## src/rtl/hazard_ctrl.sv

```systemverilog
// Load-use hazard, control-flush and memory-freeze controller for the in-order pipeline.
// Produces register enables/flushes and a saturating count of load-use stall cycles.
module hazard_ctrl #(
    parameter int REG_ADDR_W        = 5,
    parameter int LOAD_STALL_CYCLES = 1,
    parameter int CNT_W             = 16
) (
    input  logic                  clk_i,
    input  logic                  rst_n_i,
    input  logic [REG_ADDR_W-1:0] id_rs1_i,
    input  logic [REG_ADDR_W-1:0] id_rs2_i,
    input  logic                  id_rs1_used_i,
    input  logic                  id_rs2_used_i,
    input  logic                  ex_mem_rd_i,
    input  logic [REG_ADDR_W-1:0] ex_rd_i,
    input  logic                  branch_taken_i,
    input  logic                  mem_busy_i,
    output logic                  pc_en_o,
    output logic                  if_id_en_o,
    output logic                  if_id_flush_o,
    output logic                  id_ex_en_o,
    output logic                  id_ex_flush_o,
    output logic                  stall_active_o,
    output logic [CNT_W-1:0]      stall_count_o
);

    typedef enum logic [0:0] {
        IDLE  = 1'b0,
        STALL = 1'b1
    } state_e;

    localparam logic [2:0]       REM_INIT = 3'(LOAD_STALL_CYCLES - 1);
    localparam logic [CNT_W-1:0] CNT_MAX  = {CNT_W{1'b1}};

    state_e           state_q, state_d;
    logic [2:0]       rem_q, rem_d;
    logic [CNT_W-1:0] cnt_q, cnt_d;
    logic             hz_s;

    // RAW hazard between the ID sources and a load in EX; x0 and unused sources never match.
    always_comb begin
        hz_s = ex_mem_rd_i && (ex_rd_i != {REG_ADDR_W{1'b0}}) &&
               ((id_rs1_used_i && (id_rs1_i == ex_rd_i)) ||
                (id_rs2_used_i && (id_rs2_i == ex_rd_i)));
    end

    // Output decode in priority order plus next-state, remaining-bubble and counter update.
    always_comb begin
        pc_en_o        = 1'b1;
        if_id_en_o     = 1'b1;
        if_id_flush_o  = 1'b0;
        id_ex_en_o     = 1'b1;
        id_ex_flush_o  = 1'b0;
        stall_active_o = 1'b0;
        state_d        = state_q;
        rem_d          = rem_q;
        cnt_d          = cnt_q;

        if (!rst_n_i) begin
            pc_en_o       = 1'b0;
            if_id_en_o    = 1'b0;
            if_id_flush_o = 1'b1;
            id_ex_flush_o = 1'b1;
            state_d       = IDLE;
            rem_d         = 3'd0;
            cnt_d         = {CNT_W{1'b0}};
        end else if (mem_busy_i) begin
            // Freeze: nothing moves, STALL progress and counter are preserved.
            pc_en_o    = 1'b0;
            if_id_en_o = 1'b0;
            id_ex_en_o = 1'b0;
        end else if (branch_taken_i) begin
            if_id_flush_o = 1'b1;
            id_ex_flush_o = 1'b1;
            state_d       = IDLE;
            rem_d         = 3'd0;
        end else if ((state_q == STALL) || hz_s) begin
            pc_en_o        = 1'b0;
            if_id_en_o     = 1'b0;
            id_ex_flush_o  = 1'b1;
            stall_active_o = 1'b1;
            if (cnt_q != CNT_MAX) begin
                cnt_d = cnt_q + CNT_W'(1);
            end else begin
                cnt_d = cnt_q;
            end
            case (state_q)
                IDLE: begin
                    if (LOAD_STALL_CYCLES > 1) begin
                        state_d = STALL;
                        rem_d   = REM_INIT;
                    end else begin
                        state_d = IDLE;
                        rem_d   = 3'd0;
                    end
                end
                STALL: begin
                    // hz is ignored here so the release point is fixed at detection time.
                    if (rem_q == 3'd1) begin
                        state_d = IDLE;
                        rem_d   = 3'd0;
                    end else begin
                        state_d = STALL;
                        rem_d   = rem_q - 3'd1;
                    end
                end
                default: begin
                    state_d = IDLE;
                    rem_d   = 3'd0;
                end
            endcase
        end else begin
            state_d = state_q;
        end
    end

    // State, remaining-bubble and performance-counter registers with synchronous reset.
    always_ff @(posedge clk_i) begin
        if (!rst_n_i) begin
            state_q <= IDLE;
            rem_q   <= 3'd0;
            cnt_q   <= {CNT_W{1'b0}};
        end else begin
            state_q <= state_d;
            rem_q   <= rem_d;
            cnt_q   <= cnt_d;
        end
    end

    assign stall_count_o = cnt_q;

endmodule
```

## config.mk

```make
export PLATFORM = sky130hd
export DESIGN_NAME = hazard_ctrl
export DESIGN_NICKNAME = d
export VERILOG_FILES = /design/src/rtl/hazard_ctrl.sv
export SDC_FILE = /design/constraint.sdc
export NUM_CORES = 1
export LEC_CHECK = 0
export ABC_AREA = 1
export BUFFER_PORTS_ARGS = -buffer_cell sky130_fd_sc_hd__buf_2
export CAP_MARGIN = 15
export CORE_UTILIZATION = 34
export DETAILED_ROUTE_END_ITERATION = 6
export SLEW_MARGIN = 20
export SYNTH_ARGS = -nofsm -noshare
export SYNTH_HDL_FRONTEND = slang
export SYNTH_SLANG_ARGS = --single-unit
```

## constraint.sdc

```tcl
create_clock -name clk_i -period 2 [get_ports clk_i]
set_clock_uncertainty 0.1 [all_clocks]
set_input_delay 0 -clock clk_i [delete_from_list [all_inputs] [get_ports clk_i]]
set_output_delay 0 -clock clk_i [all_outputs]
set_load 0.05 [all_outputs]
```

* Word-level counts from Yosys, hierarchy flattened
Cells that the tools add are included.
W data, S select, Z words.
** Word-level totals
- Bits in registers :: 20
- Bits of input ports :: 22
- Logic and storage cells :: 46
** Cells by class
- Mux-type cells :: 24
- Eq/ne operators :: 4
- Reductions and logical operators :: 10
- Bitwise operators :: 3
- Add/subtract/negate cells :: 2
** Operators by type and width (number)
- $mux W1 :: 19
- $add A16 B1 Y16 const B :: 1
- $ne A16 B16 Y1 const B :: 1
- $eq A5 B5 Y1 :: 2
- $mux W3 :: 3
- $pmux W3 S2 :: 1
- $reduce_bool A5 Y1 :: 1
- $logic_and A1 B1 Y1 :: 4
- $reduce_and A4 Y1 :: 1
- $eq A3 B1 Y1 const B :: 1
- $not A1 Y1 :: 3
- $sub A3 B1 Y3 const B :: 1
- $logic_or A1 B1 Y1 :: 2
- $pmux W1 S2 :: 1
- $reduce_and A2 Y1 :: 1
- $reduce_bool A2 Y1 :: 1

* Depth between registers and ports, before layout
- Word-level depth :: 9
- Mapped depth :: 13

* Least setup slack after synthesis
OpenSTA, ideal clock, no wires.
- Kind :: reg2reg
- Start point :: register cnt_q[1], in the netlist stall_count_o[1]
- End point :: register cnt_q[11], in the netlist stall_count_o[11]
- Slack :: 0.025 ns
- Stages on the path, launching flop included :: 12
- Arrival :: 1.747 ns
- Clock period less this slack :: 1.975 ns
- Library setup time :: 0.128 ns
- Path through :: dfxtp_1 > ha_1 > nand2_1 > nor2_2 > nand4_2 > nand2_2 > buf_6 > nor2_1 > nand3_1 > nand2_1 > nand2_1 > nor2_1
** On the way
- Cells in the longest elaborated chain, start to end :: 2
** Ends and longest elaborated chain
- from (decl) :: line 37 : logic [CNT_W-1:0] cnt_q, cnt_d;
- from (signal assigned) :: line 122 : cnt_q <= {CNT_W{1'b0}};
- from (signal assigned) :: line 126 : cnt_q <= cnt_d;
- parallel branches: the longest is 2 deep, another holds $add A16 B1 Y16
Parallel ways; which one is timed is not known.
A chain may end at the register's enable or synchronous reset.

* Worst setup path after layout
- Start point :: register cnt_q[1], in the netlist stall_count_o[1]
- End point :: register cnt_q[0], in the netlist stall_count_o[0]
** On the way
- Cells in the longest elaborated chain, start to end :: 2
** Ends and longest elaborated chain
- $ne A16 B16 Y1 :: line 82 : if (cnt_q != CNT_MAX) begin
- $reduce_and A4 Y1 (no source line)
Every way passes these cells.

==> impl_metrics.csv <==
group,metric,value,unit
setup_path,path_class,"flip-flop to flip-flop",
layout,final_area,1910,um^2
setup_path,crit_arrival,1790,ps
die,ios,44,
power_and_ir_drop,seqPwrFrac,0.471,
setup_path,critical_path.max_fanout,13,
clocking,max-clock-path-buffers,2,
setup_path,crit_top_cell,"nand2_1",
synthesis,synth.yosys.warnings,0,
clocking,root_buffer,"clkbuf_8",
run_status,status,"complete, no violations",
grt,grt_max_degree,32,
power_and_ir_drop,switching_share,0.272,
clocking,htreeDepth,1,
setup_path,path_delay_family,"simple AND/OR/NAND/NOR gates",
power_and_ir_drop,power_frac_clock,0.361,
placed_design,dp_hpwl,2.72,mm
power_and_ir_drop,p_sw,0.232,mW
sta,hold_violations,0,
power_and_ir_drop,ir_worst_vdd,0.285,mV
placed_design,post-place-ws,189,ps
drt,ant_nets,0,
sta,setup_tns,0,ps
die,initial_utilization,0.357,
drt,via_per_inst,4.51,
die,dieArea,4880,um^2
die,row_count,24,
setup_path,cp-start-kind,"flip-flop",
grt,track_usage,0.155,
layout,drive_above_1_share,0.204,
sta,final_max_slew_viol_count,0,
drt,wl,3.52,mm
setup_path,cp-endpoint,"stall_count_o[0]",
setup_path,setup.worst_path.start,"stall_count_o[1]",
placed_design,io_buffers,43,
die,die_w,69.8,um
power_and_ir_drop,power,0.855,mW
sta,fmax,0.570,GHz
die,die_h,69.8,um
clocking,path_clk_slew,80,ps
setup_path,path_cells,"ha_1 > nand2_1 > nor2_2 > nand4_2 > nand2_4 > inv_1 > nand3_1 > nand2_1 > nand2_1 > nor2_1",
drt,vias,1693,
setup_path,worst_path_max_delay_cell,"dfxtp_1",
sta,finalSetupViolations,0,
placed_design,place_congestion,0.747,
drt,drt-pass1-iter-count,4,
synthesis,syn-num-nets,302,
sta,tightest_slew,469,ps
sta,rsz0062_at_grt,"no",
grt,antenna_found_initial,0,
setup_path,crit_path_max_incr_delay,380,ps
grt,grt_pass1_vias,1525,
clocking,clock_sinks,20,
setup_path,cp_num_cells,10,
power_and_ir_drop,intPower,0.623,mW
clocking,clkLatencyLatePin,250,ps
setup_path,cp.required,2030,ps
setup_path,end_kind,"flip-flop",
layout,layout.nets,349,
sta,worst_slack,244,ps
synthesis,ys_seq_area_frac,0.256,
setup_path,rr_startpoint,"stall_count_o[1]",
clocking,cts_tree,"done",
synthesis,synthCells,277,
synthesis,syn-cell-area,1560,um^2
setup_path,r2r_end,"stall_count_o[0]",
layout,antenna_cells,0,
clocking,cts_buffers,3,
setup_path,cp_num_buf_inv,1,
sta,slew_headroom,0.687,
placed_design,place_area,1820,um^2
layout,utilization,0.436,
drt,drt_iter0_drc,58,
power_and_ir_drop,p_per_area,448,nW/um^2
job,cap_violations,0,
synthesis,syn_area_per_cell,5.65,um^2
sta,finalCritPeriodShare,0.878,
grt,grt_first_pass_wirelength,6.37,mm
synthesis,ys_seq_elements,20,
synthesis,ys_types,25,
setup_path,reg2reg_slack,240,ps
drt,routedWlPerCell,9.38,um
layout,synthToLayoutAreaGrowth,22.2,%
die,core-area,4380,um^2
min_path,hold_path_class,"input pin to flip-flop",
grt,overflow,0,
power_and_ir_drop,combPwrFrac,0.168,
sta,post-route-min-period,1760,ps
drt,drc,0,
power_and_ir_drop,p_leak,1.03,nW
setup_path,reg2regPathDepth,10,
## stage by stage
step,std cells,hold slack [ps]
2_1_floorplan,277,56.6
3_3_place_gp,368,221
3_5_place_dp,368,225
4_1_cts,375,391
5_1_grt,375,465
6_report,375,394
## worst min-delay path, cell delays in order
cell and delay (ps):
buf_2 100, o21ai_0 60, inv_1 40, nand2_1 70, nand2_2 230, nand3_1 140
a21oi_1 60
## registers in the layout, indices dropped and copies added (netlist names)
| register | count |
|---|---|
| stall_count_o | 16 |
| rem_q | 3 |
| state_q | 1 |
## power groups by stage
| stage | sequential (mW) | combinational [mW] | clock (mW) |
|---|---|---|---|
| final | 0.402 | 0.144 | 0.309 |
| after floorplan | 0.413 | 0.0975 | 0 |
| after global placement | 0.412 | 0.138 | 0 |
| after detailed placement | 0.412 | 0.139 | 0 |
| after global routing | 0.403 | 0.164 | 0.333 |
| after CTS | 0.402 | 0.144 | 0.317 |
## layer usage
layer  GRT usage  wire length (um)
met5           0                 0
met2       0.270              1590
met1       0.200              1790
met4      0.0311                18
met3      0.0247               123
## cell usage after synthesis
cell type / n / area [um^2]
ha_1: 3 / 37.5
nand2_1: 85 / 319
nor2_4: 1 / 11.3
buf_1: 1 / 3.75
buf_2: 1 / 5.00
and2_1: 1 / 6.26
or2_2: 1 / 6.26
inv_1: 49 / 184
nor3_1: 2 / 10.0
xor2_1: 1 / 8.76
buf_6: 3 / 33.8
dfxtp_1: 20 / 400
nand3_1: 28 / 140
nand4_2: 2 / 25.0
clkbuf_1: 3 / 11.3
nand3b_1: 1 / 7.51
nor2_2: 3 / 18.8
nand2_2: 3 / 18.8
buf_4: 2 / 15.0
o21ai_0: 2 / 10.0
inv_2: 3 / 11.3
a21oi_1: 2 / 10.0
nand4_1: 17 / 106
nor2_1: 42 / 158
and3_1: 1 / 6.26
## cell families (layout without fill, tap and decap cells)
family	Yosys count	count (layout)	share of synthesized area
simple gates	187	187	0.533
buf+inv	62	108	0.169
flops	20	20	0.256
compound gates	4	4	0.0128
fa+ha+maj	3	3	0.0240
xor+xnor	1	1	0.00560
## final cells by class
class	instances	area, um^2
clock buffer	4	55.1
fill	487	2470
inverter	52	195
multi-input combinational	195	905
sequential	20	400
tap	52	65.1
timing repair buffer	52	290
## worst min path at each step
stage                 from        to  slack [ps]  depth (start not counted)
2_1_floorplan      rst_n_i   state_q          60                          2
3_3_place_gp    mem_busy_i   state_q         220                          3
3_5_place_dp    mem_busy_i   state_q         230                          3
4_1_cts        ex_mem_rd_i  rem_q[0]         390                          7
5_1_grt           rem_q[0]  rem_q[0]         470                          2
6_report       ex_mem_rd_i  rem_q[0]         390                          7
## layout by cell type (no fill, tap or decap), drive strengths merged
master,count
dlygate4sd3,3
nand3,28
nor3,2
or2,1
dfxtp,20
buf,49
o21ai,2
inv,52
xor2,1
a21oi,2
nand4,19
nand3b,1
nor2,46
nand2,88
and3,1
ha,3
and2,1
clkbuf,4
## repair_timing
| item | in CTS | in global routing |
|---|---|---|
| endpoints found under the hold margin | 7 | 0 |
| setup buffers | 0 | 0 |
| hold buffers | 3 | 0 |
| endpoints found under the setup margin | 0 | 1 |
| gates resized for setup | 0 | 1 |
Power figures use the tool's default switching activity.
